**src/rtl/rr_grant_arbiter_4_pkg.sv**
```systemverilog
// Shared types and constants for the 4-way round-robin grant arbiter.
// Optional hold timeout is enabled by defining ARB_TIMEOUT_EN.
package arb_pkg;

  localparam int NUM_REQ = 4;
  localparam int ID_W    = 2;

  typedef enum logic {
    IDLE  = 1'b0,
    GRANT = 1'b1
  } state_e;

  // Returns the first set request searching upward from last+1, wrapping.
  // A descending loop lets the nearest candidate overwrite farther ones.
  function automatic logic [ID_W-1:0] rr_pick(input logic [NUM_REQ-1:0] req,
                                              input logic [ID_W-1:0]    last);
    logic [ID_W-1:0] idx;
    rr_pick = last;
    for (int i = NUM_REQ; i >= 1; i--) begin
      idx = last + ID_W'(i);
      if (req[idx]) rr_pick = idx;
    end
  endfunction

endpackage

```
**src/rtl/rr_grant_arbiter_4_if.sv**
```systemverilog
// Request/grant bundle between requesters (master) and the arbiter (slave).
// The timeout signal exists only when ARB_TIMEOUT_EN is defined.
interface rr_grant_arbiter_4_if;
  import arb_pkg::*;

  // grant_valid is high exactly while grant is non-zero; a requester owns
  // the resource for every cycle its grant bit is set and releases it by
  // dropping its req bit (no separate ready: req itself acts as the hold).
  logic               en;
  logic [NUM_REQ-1:0] req;
  logic [NUM_REQ-1:0] grant;
  logic [ID_W-1:0]    grant_id;
  logic               grant_valid;
  state_e             state;
`ifdef ARB_TIMEOUT_EN
  logic               timeout;
`endif

  modport master (
    output en, req,
    input  grant, grant_id, grant_valid, state
`ifdef ARB_TIMEOUT_EN
    , input timeout
`endif
  );

  modport slave (
    input  en, req,
    output grant, grant_id, grant_valid, state
`ifdef ARB_TIMEOUT_EN
    , output timeout
`endif
  );

endinterface

```
**src/rtl/rr_grant_arbiter_4_decoder_2to4.sv**
```systemverilog
// 2-to-4 one-hot decoder with enable; all outputs low when disabled.
module decoder_2to4 (
  input  logic [1:0] din,
  input  logic       en,
  output logic [3:0] dout
);

  always_comb begin
    dout = 4'b0000;
    if (en) dout[din] = 1'b1;
  end

endmodule

```
**src/rtl/rr_grant_arbiter_4.sv**
```systemverilog
// Round-robin arbiter for 4 requesters with a one-cycle IDLE gap between grants.
// Define ARB_TIMEOUT_EN to force release after HOLD_MAX consecutive grant cycles.
module rr_grant_arbiter_4
  import arb_pkg::*;
#(
  parameter int HOLD_MAX = 8
) (
  input logic                 clk,
  input logic                 rst_n,
  rr_grant_arbiter_4_if.slave bus
);

  if (HOLD_MAX < 2 || HOLD_MAX > 255) begin : g_hold_range
    $error("HOLD_MAX must be in 2..255");
  end

  state_e          state_q, state_d;
  logic [ID_W-1:0] grant_id_q, grant_id_d;
  logic [ID_W-1:0] last_id_q, last_id_d;
`ifdef ARB_TIMEOUT_EN
  logic [7:0]      cnt_q, cnt_d;
  logic            timeout_q, timeout_d;
`endif

  always_ff @(posedge clk or negedge rst_n) begin
    if (!rst_n) begin
      state_q    <= IDLE;
      grant_id_q <= '0;
      last_id_q  <= '1;
`ifdef ARB_TIMEOUT_EN
      cnt_q      <= '0;
      timeout_q  <= 1'b0;
`endif
    end else begin
      state_q    <= state_d;
      grant_id_q <= grant_id_d;
      last_id_q  <= last_id_d;
`ifdef ARB_TIMEOUT_EN
      cnt_q      <= cnt_d;
      timeout_q  <= timeout_d;
`endif
    end
  end

  // Releasing always lands in IDLE, so a new winner is only ever chosen
  // from IDLE; this is what guarantees the grant=0 gap between owners.
  always_comb begin
    state_d    = state_q;
    grant_id_d = grant_id_q;
    last_id_d  = last_id_q;
`ifdef ARB_TIMEOUT_EN
    cnt_d      = cnt_q;
    timeout_d  = 1'b0;
`endif
    case (state_q)
      IDLE: begin
        if (bus.en && (|bus.req)) begin
          state_d    = GRANT;
          grant_id_d = rr_pick(bus.req, last_id_q);
          last_id_d  = grant_id_d;
`ifdef ARB_TIMEOUT_EN
          cnt_d      = '0;
`endif
        end
      end
      GRANT: begin
        if (!bus.en || !bus.req[grant_id_q]) begin
          state_d = IDLE;
        end
`ifdef ARB_TIMEOUT_EN
        else if (cnt_q == 8'(HOLD_MAX - 1)) begin
          state_d   = IDLE;
          timeout_d = 1'b1;
        end else begin
          cnt_d = cnt_q + 8'd1;
        end
`endif
      end
      default: state_d = IDLE;
    endcase
  end

  assign bus.grant_valid = (state_q == GRANT);
  assign bus.grant_id    = grant_id_q;
  assign bus.state       = state_q;
`ifdef ARB_TIMEOUT_EN
  assign bus.timeout     = timeout_q;
`endif

  decoder_2to4 u_dec (
    .din  (grant_id_q),
    .en   (bus.grant_valid),
    .dout (bus.grant)
  );

endmodule

```
**src/flat_wrapper.sv**
```systemverilog
// flat-port wrapper written by rule: the top's interface ports become plain ports
module rr_grant_arbiter_4_flat import arb_pkg::*;
#(
  parameter int HOLD_MAX = 8
)
  (clk, rst_n, bus_en, bus_req, bus_grant, bus_grant_id, bus_grant_valid, bus_state);
  rr_grant_arbiter_4_if bus_i ();
  input logic clk;
  input logic rst_n;
  input wire logic [$bits(bus_i.en)-1:0] bus_en;
  input wire logic [$bits(bus_i.req)-1:0] bus_req;
  output wire logic [$bits(bus_i.grant)-1:0] bus_grant;
  output wire logic [$bits(bus_i.grant_id)-1:0] bus_grant_id;
  output wire logic [$bits(bus_i.grant_valid)-1:0] bus_grant_valid;
  output wire logic [$bits(bus_i.state)-1:0] bus_state;
  assign bus_i.en = bus_en;
  assign bus_i.req = bus_req;
  assign bus_grant = bus_i.grant;
  assign bus_grant_id = bus_i.grant_id;
  assign bus_grant_valid = bus_i.grant_valid;
  assign bus_state = bus_i.state;
  rr_grant_arbiter_4 #(.HOLD_MAX(HOLD_MAX)) u_core (.clk(clk), .rst_n(rst_n), .bus(bus_i));
endmodule
```
**config.mk**
```make
export PLATFORM = sky130hd
export DESIGN_NAME = rr_grant_arbiter_4_flat
export DESIGN_NICKNAME = d
export VERILOG_FILES = /design/src/rtl/rr_grant_arbiter_4_pkg.sv /design/src/rtl/rr_grant_arbiter_4_if.sv /design/src/rtl/rr_grant_arbiter_4_decoder_2to4.sv /design/src/rtl/rr_grant_arbiter_4.sv /design/src/flat_wrapper.sv
export SDC_FILE = /design/constraint.sdc
export NUM_CORES = 1
export LEC_CHECK = 0
export CAP_MARGIN = 20
export CORE_AREA = 5 5 42 44
export CTS_BUF_LIST = sky130_fd_sc_hd__clkbuf_4 sky130_fd_sc_hd__clkbuf_8
export CTS_CLUSTER_DIAMETER = 150
export DETAILED_ROUTE_END_ITERATION = 6
export DIE_AREA = 0 0 47 49
export PLACE_DENSITY_LB_ADDON = 0.25
export SLEW_MARGIN = 20
export SYNTH_ARGS = -nofsm -noshare
export SYNTH_HDL_FRONTEND = slang
export SYNTH_SLANG_ARGS = --single-unit
```
**constraint.sdc**
```tcl
create_clock -name clk -period 1.5 [get_ports clk]
set_input_delay 0.225 -clock clk [delete_from_list [all_inputs] [get_ports clk]]
set_output_delay 0.225 -clock clk [all_outputs]
set_load 0.005 [all_outputs]
```
==> results of run 1 <==
-- sequential cells by signal, summed over array words and instances (netlist names) --
signal and flops:
u_core.bus.grant_id 2, u_core.bus.grant_valid 1, u_core.last_id_q 2
-- area by class of cell --
class,count,area share (%)
Multi-Input combinational cell,33,36.8
Timing Repair Buffer,22,32.1
Sequential cell,5,21.6
Clock buffer,4,4.94
Tap cell,16,3.29
Inverter,2,1.23
-- logic make-up after synthesis --
kind of cell,Yosys count,share of synthesized area (%)
AOI/OAI and AO/OA,10,17.4
buffers and inverters,3,4.17
DFF,5,35.4
muxes,1,7.29
and+or+nand+nor,22,35.8
-- critical path, cell delays in order --
cell	delay [ns]
clkdlybuf4s50_1	0.42
or4_4	0.54
and3b_4	0.22
o2111ai_2	0.08
nand2_1	0.07
-- routing by layer --
metal,up-vias,part of all wire [%]
met5,-,0
met1,188,41
met3,0,9.3
li1,201,-
met2,17,50
met4,0,0
-- stage by stage --
step | cell area [µm²] | setup slack, ns
floorplan | 360 | 0.271
global placement | 551 | -0.187
detailed placement | 551 | -0.212
CTS | 602 | 0.0363
global route | 608 | -0.00135
finish | 608 | 0.0641
-- where the power goes --
| part | switching [mW] | internal (mW) | leakage (nW) |
|---|---|---|---|
| Sequential | 0.0930 | 0.224 | 0.0535 |
| Combinational | 0.158 | 0.268 | 0.212 |
| Clock | 0.0500 | 0.118 | 0.0184 |
| Total | 0.301 | 0.610 | 0.283 |
-- what timing repair did --
item	CTS	global route
setup buffers	3	0
gates resized for setup	7	1
pin swaps	0	0
setup endpoints to repair	4	1
-- cell usage in the layout (no fill, tap or decap), types with 2 or more instances in the layout --
cell type	instances
o21ai_0	2
inv_1	2
a21oi_1	3
clkbuf_4	4
clkdlybuf4s50_1	10
and3b_1	2
dfstp_2	2
nand3_1	2
buf_4	8
dlygate4sd2_1	4
nor2_1	4
nand2_1	6
dfrtp_2	3
-- worst min-delay path by stage --
stage | startpoint | to | slack (ns) | cells past startpoint
2_1_floorplan | rst_n | u_core.bus.grant_id[0]$_DFFE_PN0P_ | -0.07 | 0
3_3_place_gp | rst_n | u_core.bus.grant_id[0]$_DFFE_PN0P_ | 0.46 | 1
3_5_place_dp | rst_n | u_core.bus.grant_id[0]$_DFFE_PN0P_ | 0.45 | 1
4_1_cts | rst_n | u_core.bus.grant_id[0]$_DFFE_PN0P_ | 0.20 | 1
5_1_grt | rst_n | u_core.bus.grant_id[0]$_DFFE_PN0P_ | 0.21 | 1
6_report | rst_n | u_core.bus.grant_id[1]$_DFFE_PN0P_ | 0.20 | 1
==> run metrics, run 1 <==
status finished, final reports clean; DIE HEIGHT 49 µm; gr usage total 8.29%; FP Rows 14; FF-to-FF End u_core.bus.grant_valid$_DFF_PN0_; layout overhead on the synthesized area 68.7%; final setup vio count 0; vias per cell 4.95; Final Cycle Share 95.7%; nets 74; Final min period 1.44 ns; maxcap violations 0; Root Driver clkbuf_4; Post-Route Skew between 0.0003 and 0.0004 ns; DRC viols 0; Core ar. 0.00140 mm²; first-pass GRT wire length 1.38 mm; grt ovf 0; Initial Util 25.7%; met3 Resource Use GR 0%; Power Density 1500 mW/mm²; Mapped Area 360 µm²; Multi-input gate area 224 µm²; Fin Hold WS 0.202 ns; routing usage on met2 12.4%; per-cell routed wire length between 10 and 15 µm; Net Count, Synth 48; TritonRoute pass-1 iters 4; PortBufs 14; fraction of layout cells with a size suffix above 1 30.3%; area share of the largest cell type after synthesis 20.8%; TritonCTS buffer count 3; FF-to-FF Start u_core.bus.grant_id[0]$_DFFE_PN0P_; synth unique cells 24; CP Launch Type primary input; Worst VDD drop 0.388 mV; worst setup path end u_core.bus.grant_id[1]$_DFFE_PN0P_; LEAKAGE 0.283 nW; Finished Layout Cells between 80 and 90; Most Crowded Layer GR met2; Clock Tree Buf Depth 2; fmax 696 MHz; final hold viol count 0; Worst Setup SP bus_req[3]; Slew HR 85.5%; Antenna Violating Nets Remaining 0; Vias 406; io pins 15; final-report max-slew violation count 0; clk sinks 5; worst-path fanout max 3; CTS tree done; setup TNS 0 ns; crit path DAT 1.55 ns; fin util about 43%; Avg Cell Area, Syn around 8.8 µm²; die span in x about 47 µm; cell count of the worst reg-to-reg path 4; HP Class primary input to async pin; met1 GRT Util 9.87%; total wire length 890 µm; CP endpoint kind flop; post-synthesis cell count between 40 and 50; H-Tree Depth 1; FF/Latch Area 131 µm²; FF+latch count, synth 5; fill count 164; top post-synthesis cells by area dfrtp_1, dfstp_2, mux4_1, nand2_1, and3b_1; DRT iter0 DRCs 2; worst reg2reg setup slack 0.19 ns; sequential share of the synthesized area 35.4%; Total Power 0.912 mW; die area approximately 0.0023 mm²; WP data required 1.62 ns; post-synth top area cell dfrtp_1; most instantiated cells after synthesis nand2_1, nor2_1, a21oi_1, dfrtp_1; # diodes 0; crit path kind primary input to flop; top_reg_cell synth dfrtp_1; placed cell count 75; Post-CTS Hold Buffers 0; antenna violations before repair 0; Reg clk slew, reported paths roughly 0.04 ns; most common cell in the synthesized netlist nand2_1; Synth warnings 0; GPL Wtd Cong 0.765; worst slew pin tran 0.216 ns; Post-synth EDFFs 0; Clock Latency Late Sink between 0.2 and 0.25 ns; largest net degree at the start of global routing 9; HPWL Detailed 709 µm; Post-synth ARST share 100%; vias in the first global route 329
Power figures use the tool's default switching activity.
==> inputs of run 2 (changes only) <==
--- a/config.mk
+++ b/config.mk
@@ -6,11 +6,11 @@
 export NUM_CORES = 1
 export LEC_CHECK = 0
 export CAP_MARGIN = 20
-export CORE_AREA = 5 5 42 44
+export CORE_UTILIZATION = 25
 export CTS_BUF_LIST = sky130_fd_sc_hd__clkbuf_4 sky130_fd_sc_hd__clkbuf_8
 export CTS_CLUSTER_DIAMETER = 150
+export CTS_CLUSTER_SIZE = 10
 export DETAILED_ROUTE_END_ITERATION = 6
-export DIE_AREA = 0 0 47 49
 export PLACE_DENSITY_LB_ADDON = 0.25
 export SLEW_MARGIN = 20
 export SYNTH_ARGS = -nofsm -noshare
==> run 2 against run 1 <==
Via count is 0.99% higher. Sequential cell count stayed put. Sequential power is 3% lower. Sequential share of layout area is 0.60 points lower. Highest routed layer unchanged.
==> run metrics, run 2 (same netlist as run 1, synthesis figures left out) <==
crit path kind flop to primary output; final hold viol count 0 (unchanged); antenna violations before repair 0 (unchanged); crit-path max cell delay 0.43 ns (-0.11 ns); H-Tree Depth 1 (unchanged); CP bufs+invs 2 (+1); Clock Tree Buf Depth 2 (unchanged); Slew HR 82.8% (-2.6 points); cell at the slowest stage of the critical path clkdlybuf4s50_1; DRC viols 0 (unchanged); final-report max-slew violation count 0 (unchanged); DIE HEIGHT 40.0 µm (-18%); status finished, final reports clean; DRT iter0 DRCs 12 (+10); Clock Latency Late Sink 0.24 ns (about the same); worst slew pin tran 0.255 ns (+0.0388 ns); die area 0.00160 mm² (-31%); Antenna Violating Nets Remaining 0 (unchanged); HPWL Detailed 633 µm (-11%); per-cell routed wire length 10.8 µm (-0.90%); GPL Wtd Cong 0.772 (+0.82%); total wire length 882 µm (-0.90%); vias in the first global route 376 (+14%); Initial Util 27.4% (+1.6 points); fmax 688 MHz (-1.2%); first-pass GRT wire length 1.41 mm (+2.5%); Final min period 1.45 ns (+0.0180 ns); most frequent cells in the layout clkdlybuf4s50_1, buf_4, nand2_1; CP Launch Type flop; CP endpoint kind primary output; WP data required 1.27 ns (-0.35 ns); fill count 137 (-16%); Top delay family on crit path buffers and inverters; CTS tree done; Reg clk slew, reported paths 0.05 ns (about the same); Finished Layout Cells 82 (unchanged); crit path DAT 1.23 ns (-0.32 ns); Post-Route Skew 0.00468 ns (+0.00435 ns); gr usage total 13.7% (+5.4 points); clk sinks 5 (unchanged); Vias 410 (+0.99%); RSZ-0062 raised after global routing no; Power Density 1510 mW/mm² (+1.0%); Root Driver clkbuf_4; crit path cell chain buf_4, clkdlybuf4s50_1; Final Cycle Share 96.9% (+1.2 points); TritonCTS buffer count 3 (unchanged); final setup vio count 0 (unchanged); TritonRoute pass-1 iters 4 (unchanged); worst-path fanout max 5 (+2); layout overhead on the synthesized area 73.6%; # diodes 0 (unchanged); die span in x 40.0 µm (-15%); maxcap violations 0 (unchanged); fraction of layout cells with a size suffix above 1 31.3% (+1.0 points); FP Rows 13 (-1); io pins 15 (unchanged); vias per cell 5.00 (+0.99%); LEAKAGE 0.322 nW (+14%); nets 75 (+1.4%); largest net degree at the start of global routing 9 (unchanged); Core ar. 0.00132 mm² (-6.0%); placed cell count 73 (-2.7%); Post-CTS Hold Buffers 0 (unchanged); PortBufs 14 (unchanged); grt ovf 0 (unchanged); Worst VDD drop 0.811 mV (+110%); setup TNS 0 ns (unchanged); HP Class primary input to async pin
run 2: where the power goes:
| part | internal, mW | total [mW] | switching (mW) |
|---|---|---|---|
| clock network | 0.119 | 0.173 | 0.0546 |
| registers | 0.224 | 0.307 | 0.0826 |
| logic | 0.292 | 0.468 | 0.176 |
run 2: path summary, 6_finish.rpt:
path,cells after the start,slack (ns),startpoint,end
setup reg to reg,4,0.19,u_core.bus.grant_id[0]$_DFFE_PN0P_,u_core.bus.grant_valid$_DFF_PN0_
hold reg to reg,2,0.53,u_core.last_id_q[0]$_DFFE_PN1P_,u_core.last_id_q[0]$_DFFE_PN1P_
min in group clk,2,0.53,u_core.last_id_q[0]$_DFFE_PN1P_,u_core.last_id_q[0]$_DFFE_PN1P_
hold / removal,1,0.20,rst_n,u_core.bus.grant_id[1]$_DFFE_PN0P_
max in group asynchronous,1,1.05,rst_n,u_core.last_id_q[0]$_DFFE_PN1P_
setup / recovery,2,0.05,u_core.bus.grant_id[0]$_DFFE_PN0P_,bus_grant_id[0]
run 2: metal layers:
layer	wire, µm	share of wire (%)	global-route usage, %	vias up
met1	391	44	14.6	192
met4	0	0	2.59	0
li1	-	-	-	205
met2	438	50	24.2	13
met3	52	5.9	6.67	0
met5	0	0	0	-
run 2: metrics by stage:
stage                     total power [mW]  util, %  setup slack (ns)  hold slack, ns  area [µm²]
after floorplan                      0.489        -             0.271         -0.0706         360
after global placement               0.690     41.1            -0.186           0.460         542
after detailed placement             0.690     41.1            -0.213           0.458         542
after CTS                            0.949     46.3           0.00664           0.200         611
after global routing                  1.04     47.5           0.00245           0.199         626
final                                0.948     47.5            0.0461           0.200         626
run 2: area by class of cell:
cell class	instances	area (µm²)	area share, %
clock buffer	4	30.0	4.80
inverter	2	7.51	1.20
multi-input combinational	33	224	35.8
sequential	5	131	21.0
tap	15	18.8	3.00
timing repair buffer	23	214	34.2
run 2: repair_timing:
item | CTS | global route
endpoints found under the setup margin | 4 | 5
pin swaps | 0 | 0
gates resized for setup | 5 | 5
setup buffers | 5 | 0
hold endpoints to repair | 0 | 0
cloned | 0 | 0
==> inputs of run 3 (changes only) <==
--- a/config.mk
+++ b/config.mk
@@ -6,11 +6,13 @@
 export NUM_CORES = 1
 export LEC_CHECK = 0
 export CAP_MARGIN = 20
-export CORE_UTILIZATION = 25
+export CORE_AREA = 2 2 39 41
 export CTS_BUF_LIST = sky130_fd_sc_hd__clkbuf_4 sky130_fd_sc_hd__clkbuf_8
 export CTS_CLUSTER_DIAMETER = 150
 export CTS_CLUSTER_SIZE = 10
 export DETAILED_ROUTE_END_ITERATION = 6
+export DIE_AREA = 0 0 41 43
+export DONT_BUFFER_PORTS = 1
 export PLACE_DENSITY_LB_ADDON = 0.25
 export SLEW_MARGIN = 20
 export SYNTH_ARGS = -nofsm -noshare
==> run 3 against run 2 <==
Utilization down 18 points. Via count fell by 20%. Global-route usage shrank 3.3 points. Wire length fell by 15%. Non-clock buffer count is 22 lower. Critical path depth rose by 1. Cell area fell by 34%. Critical path type is now flop to flop. Critical endpoint is now u_core.bus.grant_valid$_DFF_PN0_. Largest cell class unchanged.
==> run metrics, run 3 (same netlist as run 1, synthesis figures left out) <==
FF/Latch Area 128 µm² (-2.9%); TritonRoute pass-1 iters 4 (unchanged); P_sw 0.267 mW (-15%); crit path cell chain mux4_1, nand3_1, nand2_1; fraction of layout cells with a size suffix above 1 17.8% (-14 points); Core ar. 0.00138 mm² (+5.0%); crit path DAT 1.42 ns (+0.19 ns); Clock Latency Late Sink 0.24 ns (about the same); Finished Layout Cells 61 (-26%); Pint 0.446 mW (-30%); gr usage total 10.4% (-3.3 points); most frequent cells in the layout nand2_1, nor2_1, clkbuf_4; grt ovf 0 (unchanged); DIE HEIGHT 43 µm (+7.6%); cell at the slowest stage of the critical path mux4_1; H-Tree Depth 1 (unchanged); setup TNS 0 ns (unchanged); antenna violations before repair 0 (unchanged); clock share of power 25.0% (+6.7 points); Final Cycle Share 86.5% (-10 points); worst slew pin tran 0.288 ns (+0.0335 ns); first-pass GRT wire length 1.21 mm (-15%); die span in x 41 µm (+2.6%); TritonCTS buffer count 3 (unchanged); die area 0.00176 mm² (+10%); Multi-input gate area 218 µm² (-2.8%); Fin Hold WS 0.132 ns (-0.0678 ns); Reg clk slew, reported paths 0.05 ns (about the same); placed cell count 56 (-23%); largest net degree at the start of global routing 10 (+1); Worst VDD drop 0.390 mV (-52%); hold path cells 2; total wire length 751 µm (-15%); io pins 15 (unchanged); CTS tree done; cell count of the worst reg-to-reg path 3 (-1); Switching Share 37.4% (+4.3 points); per-cell routed wire length 12.3 µm (+14%); crit-path max cell delay 0.57 ns (+0.14 ns); pre-CTS setup slack 0.192 ns (+0.405 ns); maxcap violations 0 (unchanged); final hold viol count 0 (unchanged); Slew HR 80.6% (-2.3 points); CP endpoint kind flop; Power Density 1730 mW/mm² (+14%); clk sinks 5 (unchanged); crit path kind flop to flop; vias in the first global route 296 (-21%); Post-Route Skew 0.000931 ns (-0.00375 ns); HP Class primary input to flop; final-report max-slew violation count 0 (unchanged); Root Driver clkbuf_4; GPL Wtd Cong 0.730 (-5.4%); most common cell after layout, fill and taps aside nand2_1; CP Launch Type flop; fill count 147 (+7.3%); DRC viols 0 (unchanged); final setup vio count 0 (unchanged); RSZ-0062 raised after global routing no; status finished, final reports clean; Clock Tree Buf Depth 2 (unchanged); FP Rows 14 (+1); Initial Util 26.0% (-1.3 points); Final min period 1.30 ns (-0.157 ns); sequential power share 46.9% (+14 points); fmax 771 MHz (+12%); Antenna Violating Nets Remaining 0 (unchanged); Worst Setup Slack, final 0.203 ns (+0.157 ns); DRT iter0 DRCs 5 (-7); LEAKAGE 0.182 nW (-44%); vias per cell 5.39 (+7.9%); worst-path fanout max 7 (+2); Resized Gates After CTS 0 (-5); layout overhead on the synthesized area 14.6%; # diodes 0 (unchanged); WP data required 1.62 ns (+0.35 ns); Comb pwr share 28.1% (-21 points); PortBufs 0 (-14); Total Power 0.713 mW (-25%); nets 53 (-29%); Vias 329 (-20%)
run 3: changes by cell type in the layout (fill, tap and decap cells not counted), moves of 3 or more:
cell	previous run	this run
buf_4	9	0
clkdlybuf4s50_1	9	0
dfrtp_1	0	3
dfrtp_2	3	0
dlymetal6s2s_1	3	0
run 3: routing by layer:
metal  vias to the layer above  GRT usage [%]  routed length (µm)
li1                        158              -                   -
met4                         0           8.00                   0
met3                         0           4.19                  58
met2                        17           12.2                 320
met1                       154           14.4                 371
met5                         -              0                   0
run 3: worst paths after layout:
check	from	to	slack [ns]
max	u_core.bus.grant_id[0]$_DFFE_PN0P_	u_core.bus.grant_valid$_DFF_PN0_	0.20
min	bus_en	u_core.bus.grant_valid$_DFF_PN0_	0.13
max reg2reg	u_core.bus.grant_id[0]$_DFFE_PN0P_	u_core.bus.grant_valid$_DFF_PN0_	0.20
min reg2reg	u_core.last_id_q[1]$_DFFE_PN1P_	u_core.last_id_q[1]$_DFFE_PN1P_	0.51
max in group asynchronous	rst_n	u_core.last_id_q[1]$_DFFE_PN1P_	0.98
min in group asynchronous	rst_n	u_core.bus.grant_id[0]$_DFFE_PN0P_	0.27
run 3: layout make-up:
cell class,instances,area share (%)
Multi-Input combinational cell,33,52.7
Clock buffer,4,7.27
Tap cell,16,4.85
Timing Repair Buffer,1,2.42
Sequential cell,5,30.9
Inverter,2,1.82
run 3: timing repair:
item                       in CTS  in global routing
setup buffers                   0                  0
hold buffers                    1                  0
hold endpoints to repair        5                  0
setup endpoints to repair       0                  0
run 3: power groups by stage:
stage | Combinational, mW | Sequential [mW] | Clock (mW)
after floorplan | 0.188 | 0.301 | 0
after global placement | 0.198 | 0.335 | 0
after detailed placement | 0.200 | 0.336 | 0
after CTS | 0.203 | 0.337 | 0.191
after global routing | 0.235 | 0.363 | 0.194
final | 0.200 | 0.335 | 0.178
run 3: critical path: cells and delay by family, from the launching register on:
| family | cells | cell delay [ns] |
|---|---|---|
| flip-flops | 1 | 0.46 |
| AND/OR/NAND/NOR | 2 | 0.14 |
| multiplexers | 1 | 0.57 |
run 3: stage by stage:
stage | instance area, µm² | util [%]
2_1_floorplan | 360 | -
3_3_place_gp | 373 | 26.9
3_5_place_dp | 373 | 26.9
4_1_cts | 413 | 29.8
5_1_grt | 413 | 29.8
6_report | 413 | 29.8
